==> config.mk <==
export PLATFORM = sky130hd
export DESIGN_NAME = instruction_fetch_unit
export DESIGN_NICKNAME = d
export VERILOG_FILES = /design/src/rtl/instruction_fetch_unit.sv
export SDC_FILE = /design/constraint.sdc
export NUM_CORES = 1
export LEC_CHECK = 0
export CELL_PAD_IN_SITES_DETAIL_PLACEMENT = 0
export CELL_PAD_IN_SITES_GLOBAL_PLACEMENT = 1
export CORE_MARGIN = 2
export CORE_UTILIZATION = 40
export DETAILED_ROUTE_END_ITERATION = 12
export GPL_ROUTABILITY_DRIVEN = 0
export PLACE_DENSITY = 0.87
export RECOVER_POWER = 25
export SYNTH_ARGS = -nofsm -noshare
export SYNTH_HDL_FRONTEND = slang
export SYNTH_SLANG_ARGS = --single-unit
==> constraint.sdc <==
create_clock -name clk -period 4.95 [get_ports clk]
set_clock_uncertainty 0.05 [all_clocks]
set_input_delay 0.495 -clock clk [delete_from_list [all_inputs] [get_ports clk]]
set_output_delay 0.495 -clock clk [all_outputs]
set_load 0.02 [all_outputs]
==> src/rtl/instruction_fetch_unit.sv <==
// Instruction fetch: owns the PC, reads one big-endian word per cycle and queues {PC, instruction} for decode.
// Optional build macro FETCH_ZERO_HALT_EN: stop fetching on an all-zero word until redirect or reset.
module instruction_fetch_unit #(
  parameter int          DEPTH     = 4,
  parameter logic [31:0] RESET_PC  = 32'h0000_0000,
  parameter int          MEM_BYTES = 128
) (
  input  logic        clk,
  input  logic        rst,
  output logic [31:0] Instruction_Address,
  input  logic [31:0] Instruction,
  input  logic        Redirect_Valid,
  input  logic [31:0] Redirect_Target,
  output logic        Fetch_Valid,
  input  logic        Fetch_Ready,
  output logic [31:0] Fetch_Instruction,
  output logic [31:0] Fetch_PC,
  output logic        Halted
);

  localparam int          PTR_W     = $clog2(DEPTH);
  localparam int          CNT_W     = PTR_W + 1;
  localparam logic [31:0] ADDR_MASK = 32'(MEM_BYTES - 1);

  // Handshake: decode takes the head on a cycle where Fetch_Valid && Fetch_Ready;
  // Fetch_Valid never depends on Fetch_Ready, and the head holds until taken.

  logic [31:0]      pc_q, pc_d;
  logic [PTR_W-1:0] rd_ptr_q, rd_ptr_d;
  logic [PTR_W-1:0] wr_ptr_q, wr_ptr_d;
  logic [CNT_W-1:0] count_q, count_d;
  logic [63:0]      mem_q [DEPTH];
  logic [63:0]      mem_d [DEPTH];

  logic halted;
  logic zero_word;
  logic pop;
  logic push_slot;
  logic push;

  assign Instruction_Address = pc_q;
  assign Fetch_Valid         = (count_q != '0);
  assign Fetch_PC            = mem_q[rd_ptr_q][63:32];
  assign Fetch_Instruction   = mem_q[rd_ptr_q][31:0];

  assign pop       = Fetch_Valid && Fetch_Ready;
  // A full queue still accepts a word when the head leaves in the same cycle.
  assign push_slot = !Redirect_Valid && !halted && ((count_q < CNT_W'(DEPTH)) || pop);
  assign push      = push_slot && !zero_word;

  always_comb begin
    pc_d     = pc_q;
    rd_ptr_d = rd_ptr_q;
    wr_ptr_d = wr_ptr_q;
    count_d  = count_q;
    mem_d    = mem_q;
    if (Redirect_Valid) begin
      pc_d     = {Redirect_Target[31:2], 2'b00} & ADDR_MASK;
      rd_ptr_d = '0;
      wr_ptr_d = '0;
      count_d  = '0;
    end else begin
      if (push) begin
        mem_d[wr_ptr_q] = {pc_q, Instruction};
        wr_ptr_d        = wr_ptr_q + PTR_W'(1);
        pc_d            = (pc_q + 32'd4) & ADDR_MASK;
      end
      if (pop) begin
        rd_ptr_d = rd_ptr_q + PTR_W'(1);
      end
      count_d = count_q + CNT_W'(push) - CNT_W'(pop);
    end
  end

  always_ff @(posedge clk) begin
    if (rst) begin
      pc_q     <= RESET_PC & ADDR_MASK;
      rd_ptr_q <= '0;
      wr_ptr_q <= '0;
      count_q  <= '0;
      for (int i = 0; i < DEPTH; i++) begin
        mem_q[i] <= '0;
      end
    end else begin
      pc_q     <= pc_d;
      rd_ptr_q <= rd_ptr_d;
      wr_ptr_q <= wr_ptr_d;
      count_q  <= count_d;
      mem_q    <= mem_d;
    end
  end

`ifdef FETCH_ZERO_HALT_EN
  logic halted_q, halted_d;

  assign zero_word = (Instruction == 32'h0);
  assign halted    = halted_q;
  assign Halted    = halted_q;

  // The zero word is never queued; the PC stays on it so a debugger sees where fetch stopped.
  always_comb begin
    halted_d = halted_q;
    if (Redirect_Valid) begin
      halted_d = 1'b0;
    end else if (push_slot && zero_word) begin
      halted_d = 1'b1;
    end
  end

  always_ff @(posedge clk) begin
    if (rst) begin
      halted_q <= 1'b0;
    end else begin
      halted_q <= halted_d;
    end
  end
`else
  assign zero_word = 1'b0;
  assign halted    = 1'b0;
  assign Halted    = 1'b0;
`endif

endmodule

Yosys cells after proc, flatten, opt, wreduce, memory -nomap -nowiden. Cells that the tools add are included.

Flip-flop bits (word level): 270. Bits of input ports: 68. Word-level logic and storage cells: 38.

Magnitude comparators: 4. Mux-type cells: 8. $add $sub $neg: 5. Reduce and logical (&&, ||, !) cells: 9. Bitwise logic cells: 3.

Operator list (number): $bwmux W256 (1); $mux W64 (3); $bmux W64 S2 (1); $demux W64 S2 (1); $mux W7 (2); $add A7 B3 Y7 const B (1); $ge A3 B3 Y1 const B (2); $not A2 Y3 (2); $add A2 B1 Y2 const B (2); $add A3 B1 Y3 (1); $logic_and A1 B1 Y1 (3); $lt A3 B1 Y1 const B (1); $lt A3 B3 Y1 const B (1); $reduce_bool A3 Y1 (1); $sub A3 B1 Y3 (1); $reduce_and A2 Y1 (1); $reduce_bool A2 Y1 (1); $reduce_or A2 Y1 (1); $logic_not A1 Y1 (1); $logic_or A1 B1 Y1 (1); $not A1 Y1 (1).

Longest topological paths before layout. Gate-level depths: netlist of run 1.

Depth in word-level cells: 6. Depth in mapped cells: 10.

Worst setup path before layout of run 1. OpenSTA, ideal clock, no wires.

Path kind: input to register. From: input Redirect_Valid. To: register count_q[2]. Data required time: 4.778 ns. Slack: 2.592 ns. Data arrival time: 2.186 ns. Cell stages on the path: 10. Path buffers: 2. Cells stage by stage: buf_2 -> buf_2 -> nand2b_1 -> ha_1 -> inv_1 -> ha_1 -> fa_1 -> xnor2_1 -> xnor2_1 -> nor2_1.

Longest elaborated chain between the ends: 4. Elaborated cells between the ends (all ways): 5. Classes of those cells: add/sub (2); reduce/logical (3).

Ends and longest elaborated chain: start: declaration (line 12) `input logic Redirect_Valid,`; $logic_not A1 Y1 (line 48) `assign push_slot = !Redirect_Valid && !halted && ((count_q < CNT_W'(DEPTH)) || pop);`; $logic_and A1 B1 Y1 (line 48); $add A3 B1 Y3 (line 71) `count_d = count_q + CNT_W'(push) - CNT_W'(pop);`; $sub A3 B1 Y3 (line 71); end signal: assignment (line 88) `count_q <= count_d;`; end: declaration (line 31) `logic [CNT_W-1:0] count_q, count_d;`.

Parallel ways exist; a longest one is shown, timed or not. A chain may end at the register's enable or synchronous reset.

Worst setup path after layout of run 1.
From: register rd_ptr_q[1]. To: output Fetch_Instruction[29].

Longest elaborated chain between the ends: 4.

Ends and longest elaborated chain: start: declaration (line 29) `logic [PTR_W-1:0] rd_ptr_q, rd_ptr_d;`; start signal: assignment (line 86) `rd_ptr_q <= rd_ptr_d;`; $not A2 Y3 (implied by the code) (line 44) `assign Fetch_Instruction = mem_q[rd_ptr_q][31:0];`; $bmux W64 S2 (line 44); $mux W64 (implied by the code) (2 in a row) (line 44); end: declaration (line 16) `output logic [31:0] Fetch_Instruction,`.

Every way passes these cells. The select of a mux whose other input is x is not followed.

==> results_dict.tcl, run 1 <==
set metrics [dict create \
    status "complete, but fails checks" \
    violations "max-capacitance violations, max-slew violations" \
    hpwlAfterDp_um 10000 \
    drc 0 \
    ios 166 \
    place.port_buffers 83 \
    cts_buffers 17 \
    antenna_found_initial 0 \
    syn_area_per_cell_um2 8.89 \
    dp_cells 1081 \
    firstDrtPassIters 4 \
    viasPerCell 4.88 \
    cts_resized 0 \
    fp.dieW_um 139 \
    arrival_ns 2.93 \
    n_antenna_cell 0 \
    grt_pass1_vias 5337 \
    layout_commonest_cell "nand2_1" \
    track_usage 0.185 \
    drive_gt1_frac 0.128 \
    synth_top_area_frac 0.441 \
    path_max_fanout 27 \
    power_mw 3.12 \
    rows 49 \
    drt_iter0_drc 297 \
    layout.nets 947 \
    grt_pass1_wl_um 28300 \
    yosysWarnings 0 \
    utilization 0.476 \
    powerDensity_nw_per_um2 366 \
    fin_tns_setup_ns 0 \
    final_hold_viol_count 0 \
    final-setup-viol-count 0 \
    clk_pin_slew_ns 0.06 \
    synth_edf_count 0 \
    root_buffer "clkbuf_16" \
    dieArea_um2 19300 \
    layout_common_cells "300 x nand2_1, 158 x dfxtp_1, 124 x a21oi_1, 74 x clkdlybuf4s50_1, 55 x conb_1" \
    synth_area_um2 7270 \
    initial_utilization 0.406 \
    fmax_mhz 288 \
    area_growth_pct 17.3 \
    rsz0062_at_grt "false" \
    drv_cap 3 \
    startpoint_type "flop" \
    path_cells "buf_4 -> mux4_2 -> clkdlybuf4s50_1" \
    post_cts_buffers 0 \
    yosys_most_used_dff "dfxtp_1" \
    async_reset_ff_frac 0 \
    cts_tree "built" \
    synth_top_area_cell "dfxtp_1" \
    min_path_type "reg -> reg" \
    core_um2 17900 \
    syn_inst 817 \
    final.fill_count 1728 \
    crit_slowest_cell "dfxtp_2" \
    critical_path_required_ns 4.41 \
    maxSlewViolCount 114 \
    synth-seq-cells 160 \
    wl_per_cell_um 15.6 \
    crit_type "reg -> out" \
    grt_max_degree 61 \
    drtAntennaViolNets 0 \
    max_stage_delay_ns 0.93 \
    synth_area_leaders "dfxtp_1 44%, nand2_1 15%, mux4_2 11%, a21oi_1 8.5%, buf_4 5.7%" \
    ys_types 27 \
    cts.hold.buffers_added 0 \
    gr-total-overflow 0 \
    cp-end-kind "output pin" \
    period_needed_ns 3.48 \
    ys_seq_area_frac 0.441 \
    slew_headroom -0.299 \
    fp.dieH_um 139 \
    h-tree-depth 4 \
    clockBufferDepth 2 \
    period_share 0.702 \
    drt-total-wl_um 17400 \
    clock_latency_ns 0.43 \
    ir_drop_v 0.000286 \
    final_cells 1113 \
    leakage_nw 2.92 \
    clock-sinks 160 \
    worst_pin_slew_ns 1.94 \
    num_vias 5432 \
]
[flip-flops by register name (all words and copies together), names as in the netlist]
name and cells:
Instruction_Address 5, count_q 3, mem_q 148, rd_ptr_q 2, wr_ptr_q 2
[worst paths after layout]
check / start / end / slack, ns / cells after the start
min: mem_q[90] / mem_q[90] / 0.40 / 2
min reg2reg: mem_q[90] / mem_q[90] / 0.40 / 2
max reg2reg: count_q[2] / mem_q[88] / 2.14 / 4
max: rd_ptr_q[1] / Fetch_Instruction[29] / 1.47 / 3
[critical path, delay by kind of cell, from the launching register on]
family | cells | cell delay, ns
mux | 1 | 0.57
buf+inv | 2 | 0.97
flops | 1 | 0.93
[Yosys cell counts (2+ instances only)]
cell      number
ha_1           7
buf_6         13
nand4_1        2
clkbuf_1      18
buf_4         55
dfxtp_1      160
buf_2         24
nor3b_4        4
a21oi_1      124
a21oi_2       28
inv_1         10
xnor2_1        8
nand3b_2       4
o21a_1         3
nand2b_1       2
nand2_1      300
mux4_2        37
mux2i_1        2
nor2_1         8
[cells by family (layout without fill, tap and decap cells)]
| logic type | count (synthesis) | count (layout) | synth area share |
|---|---|---|---|
| flip-flops | 160 | 160 | 0.441 |
| adder cells (fa/ha/maj) | 8 | 8 | 0.0148 |
| XOR/XNOR | 9 | 9 | 0.0108 |
| other | 1 | 55 | 0.000516 |
| AND/OR/NAND/NOR | 323 | 323 | 0.183 |
| AO/OA/AOI/OAI | 156 | 156 | 0.123 |
| multiplexers | 40 | 40 | 0.119 |
| buffers and inverters | 120 | 133 | 0.108 |
[routing by layer]
layer  global-route usage  part of all wire  vias up
li1                     -                 -     2705
met1                0.235              0.44     2562
met2                0.305              0.49      139
met3               0.0470             0.056       26
met4               0.0686             0.018        0
met5                    0                 0        -
[power by group]
group	switching [mW]	total [mW]	internal (mW)
clock	0.525	1.41	0.881
combinational	0.213	0.355	0.142
sequential	0.0301	1.36	1.33
total	0.768	3.12	2.35
[stage by stage]
stage	worst slack, ns	hold WS [ns]	area (um^2)
after global routing	1.38	0.419	8520
final	1.47	0.402	8520
after detailed placement	1.78	0.396	7900
after CTS	1.46	0.404	8530
after floorplan	2.59	0.383	7470
after global placement	1.80	0.389	7900
[area by class of cell]
class                      instances  area (um^2)  share of cell area
multi-input combinational        591         3470               0.407
sequential                       160         3210               0.376
tap                              229          287              0.0336
timing repair buffer              91          888               0.104
inverter                          10         37.5             0.00441
clock buffer                      22          474              0.0557
clock inverter                    10          158              0.0185
(Power assumes the default switching activity.)
==> run 2, diff against run 1 <==
--- a/config.mk
+++ b/config.mk
@@ -8,10 +8,10 @@
 export CELL_PAD_IN_SITES_DETAIL_PLACEMENT = 0
 export CELL_PAD_IN_SITES_GLOBAL_PLACEMENT = 1
 export CORE_MARGIN = 2
-export CORE_UTILIZATION = 40
+export CORE_UTILIZATION = 34
 export DETAILED_ROUTE_END_ITERATION = 12
 export GPL_ROUTABILITY_DRIVEN = 0
-export PLACE_DENSITY = 0.87
+export PLACE_DENSITY = 0.79
 export RECOVER_POWER = 25
 export SYNTH_ARGS = -nofsm -noshare
 export SYNTH_HDL_FRONTEND = slang
==> constraint.sdc (replaced) <==
create_clock -name clk -period 3.11 [get_ports clk]
set_clock_uncertainty 0.05 [all_clocks]
set_input_delay 0.311 -clock clk [delete_from_list [all_inputs] [get_ports clk]]
set_output_delay 0.311 -clock clk [all_outputs]
set_load 0.02 [all_outputs]
==> run 2 against run 1 <==
Core utilization down 6.5 points. Worst setup slack worse by 1.0 ns. Non-clock buffer count up 13. Die area up 17%. Routed wire length up 2.1%. Global-route usage down 2.2 points. The run now ends clean. Register-to-register slack worse by 1.2 ns. Total power up 52%. Via count up 1.4%. First-iteration DRC count up 5.7%. Combinational power up 67%. Largest cell class unchanged. Sequential share of layout area down 0.53 points.
==> results_dict.tcl, run 2 (same netlist as run 1, synthesis figures left out) <==
set metrics [dict create \
    gr-total-overflow 0 \
    drv_cap 0 \
    final-setup-viol-count 0 \
    ios 166 \
    clk_pin_slew_ns 0.06 \
    final_cells 1172 \
    drt-total-wl_um 17700 \
    powerDensity_nw_per_um2 548 \
    fp.dieW_um 150 \
    clockBufferDepth 2 \
    dp_cells 1140 \
    worst_pin_slew_ns 1.06 \
    final_area_um2 8640 \
    drive_gt1_frac 0.133 \
    core_um2 21000 \
    grt_pass1_wl_um 28200 \
    root_buffer "clkbuf_16" \
    largest_reg_flops 148 \
    dieArea_um2 22600 \
    fmax_mhz 374 \
    slew_headroom 0.296 \
    layout_commonest_cell "nand2_1" \
    placed_area_um2 8110 \
    viasPerCell 4.70 \
    rsz0062_at_grt "false" \
    final_hold_viol_count 0 \
    h-tree-depth 4 \
    critical_path_required_ns 2.75 \
    clock_latency_ns 0.42 \
    drc 0 \
    top_register "mem_q" \
    area_growth_pct 18.9 \
    fp.dieH_um 150 \
    place.port_buffers 83 \
    rows 53 \
    cts_resized 0 \
    cts_tree "built" \
    initial_utilization 0.346 \
    path_max_fanout 20 \
    drtAntennaViolNets 0 \
    maxSlewViolCount 0 \
    period_share 0.861 \
    drt_iter0_drc 314 \
    startpoint_type "flop" \
    fin_tns_setup_ns 0 \
    firstDrtPassIters 4 \
    num_vias 5506 \
    ir_drop_v 0.000362 \
    clock-sinks 160 \
    layout.nets 960 \
    n_antenna_cell 0 \
    min_path_type "in -> reg" \
    track_usage 0.163 \
    arrival_ns 2.32 \
    layout_common_cells "300 x nand2_1, 158 x dfxtp_1, 125 x a21oi_1, 81 x clkdlybuf4s50_1, 55 x conb_1" \
    period_needed_ns 2.68 \
    antenna_found_initial 0 \
    grt_max_degree 81 \
    crit_type "reg -> out" \
    holdWs_ns 0.276 \
    post_cts_buffers 0 \
    wl_per_cell_um 15.1 \
    hpwlAfterDp_um 10800 \
    leakage_nw 2.95 \
    cts.hold.buffers_added 0 \
    grt_pass1_vias 5230 \
    cts_buffers 17 \
    cp-end-kind "output pin" \
    status "finished clean" \
]
[run 2: changes by cell type in the layout (fill, tap and decap cells not counted), sizes merged]
cell           delta
buf              +12
clkdlybuf4s50     +7
dlygate4sd3       -7
clkbuf            +6
bufinv            -3
clkinvlp          -2
[run 2: where the power goes]
group          total (mW)  internal, mW  leakage (nW)  switching [mW]
logic               0.593         0.243          1.38           0.350
clock network        1.98          1.18         0.271           0.801
registers            2.16          2.12          1.30          0.0425
total                4.74          3.54          2.95            1.19
[run 2: routing by layer]
layer,up-vias,GRT usage,part of all wire
met1,2646,0.209,0.46
met4,0,0.0552,0.015
met5,-,0,0
met2,109,0.272,0.49
met3,20,0.0345,0.042
li1,2731,-,-
[run 2: worst paths after layout]
kind / from / end / slack (ns) / cells after the start
max reg2reg: count_q[2] / count_q[2] / 0.99 / 8
min: rst / Instruction_Address[2] / 0.28 / 2
max: rd_ptr_q[0] / Fetch_Instruction[8] / 0.43 / 3
min reg2reg: mem_q[75] / mem_q[75] / 0.40 / 2
[run 2: critical path, cell delays in order, from the launching register on]
cell	delay, ns
dfxtp_2	0.32
buf_4	0.39
mux4_2	0.61
clkdlybuf4s50_1	0.56
[run 2: stage by stage]
stage / utilization / setup WS [ns] / total power [mW]
after floorplan: - / 0.936 / 2.62
after global placement: 0.386 / 0.647 / 2.80
after detailed placement: 0.386 / 0.629 / 2.80
after CTS: 0.412 / 0.391 / 4.79
after global routing: 0.411 / 0.325 / 4.92
final: 0.411 / 0.433 / 4.74
[run 2: area by class of cell]
class / instances / area (um^2)
inverter: 10 / 37.5
tap: 275 / 344
timing repair buffer: 104 / 1040
multi-input combinational: 591 / 3460
clock inverter: 5 / 52.6
clock buffer: 27 / 503
fill: 2117 / 12400
sequential: 160 / 3210
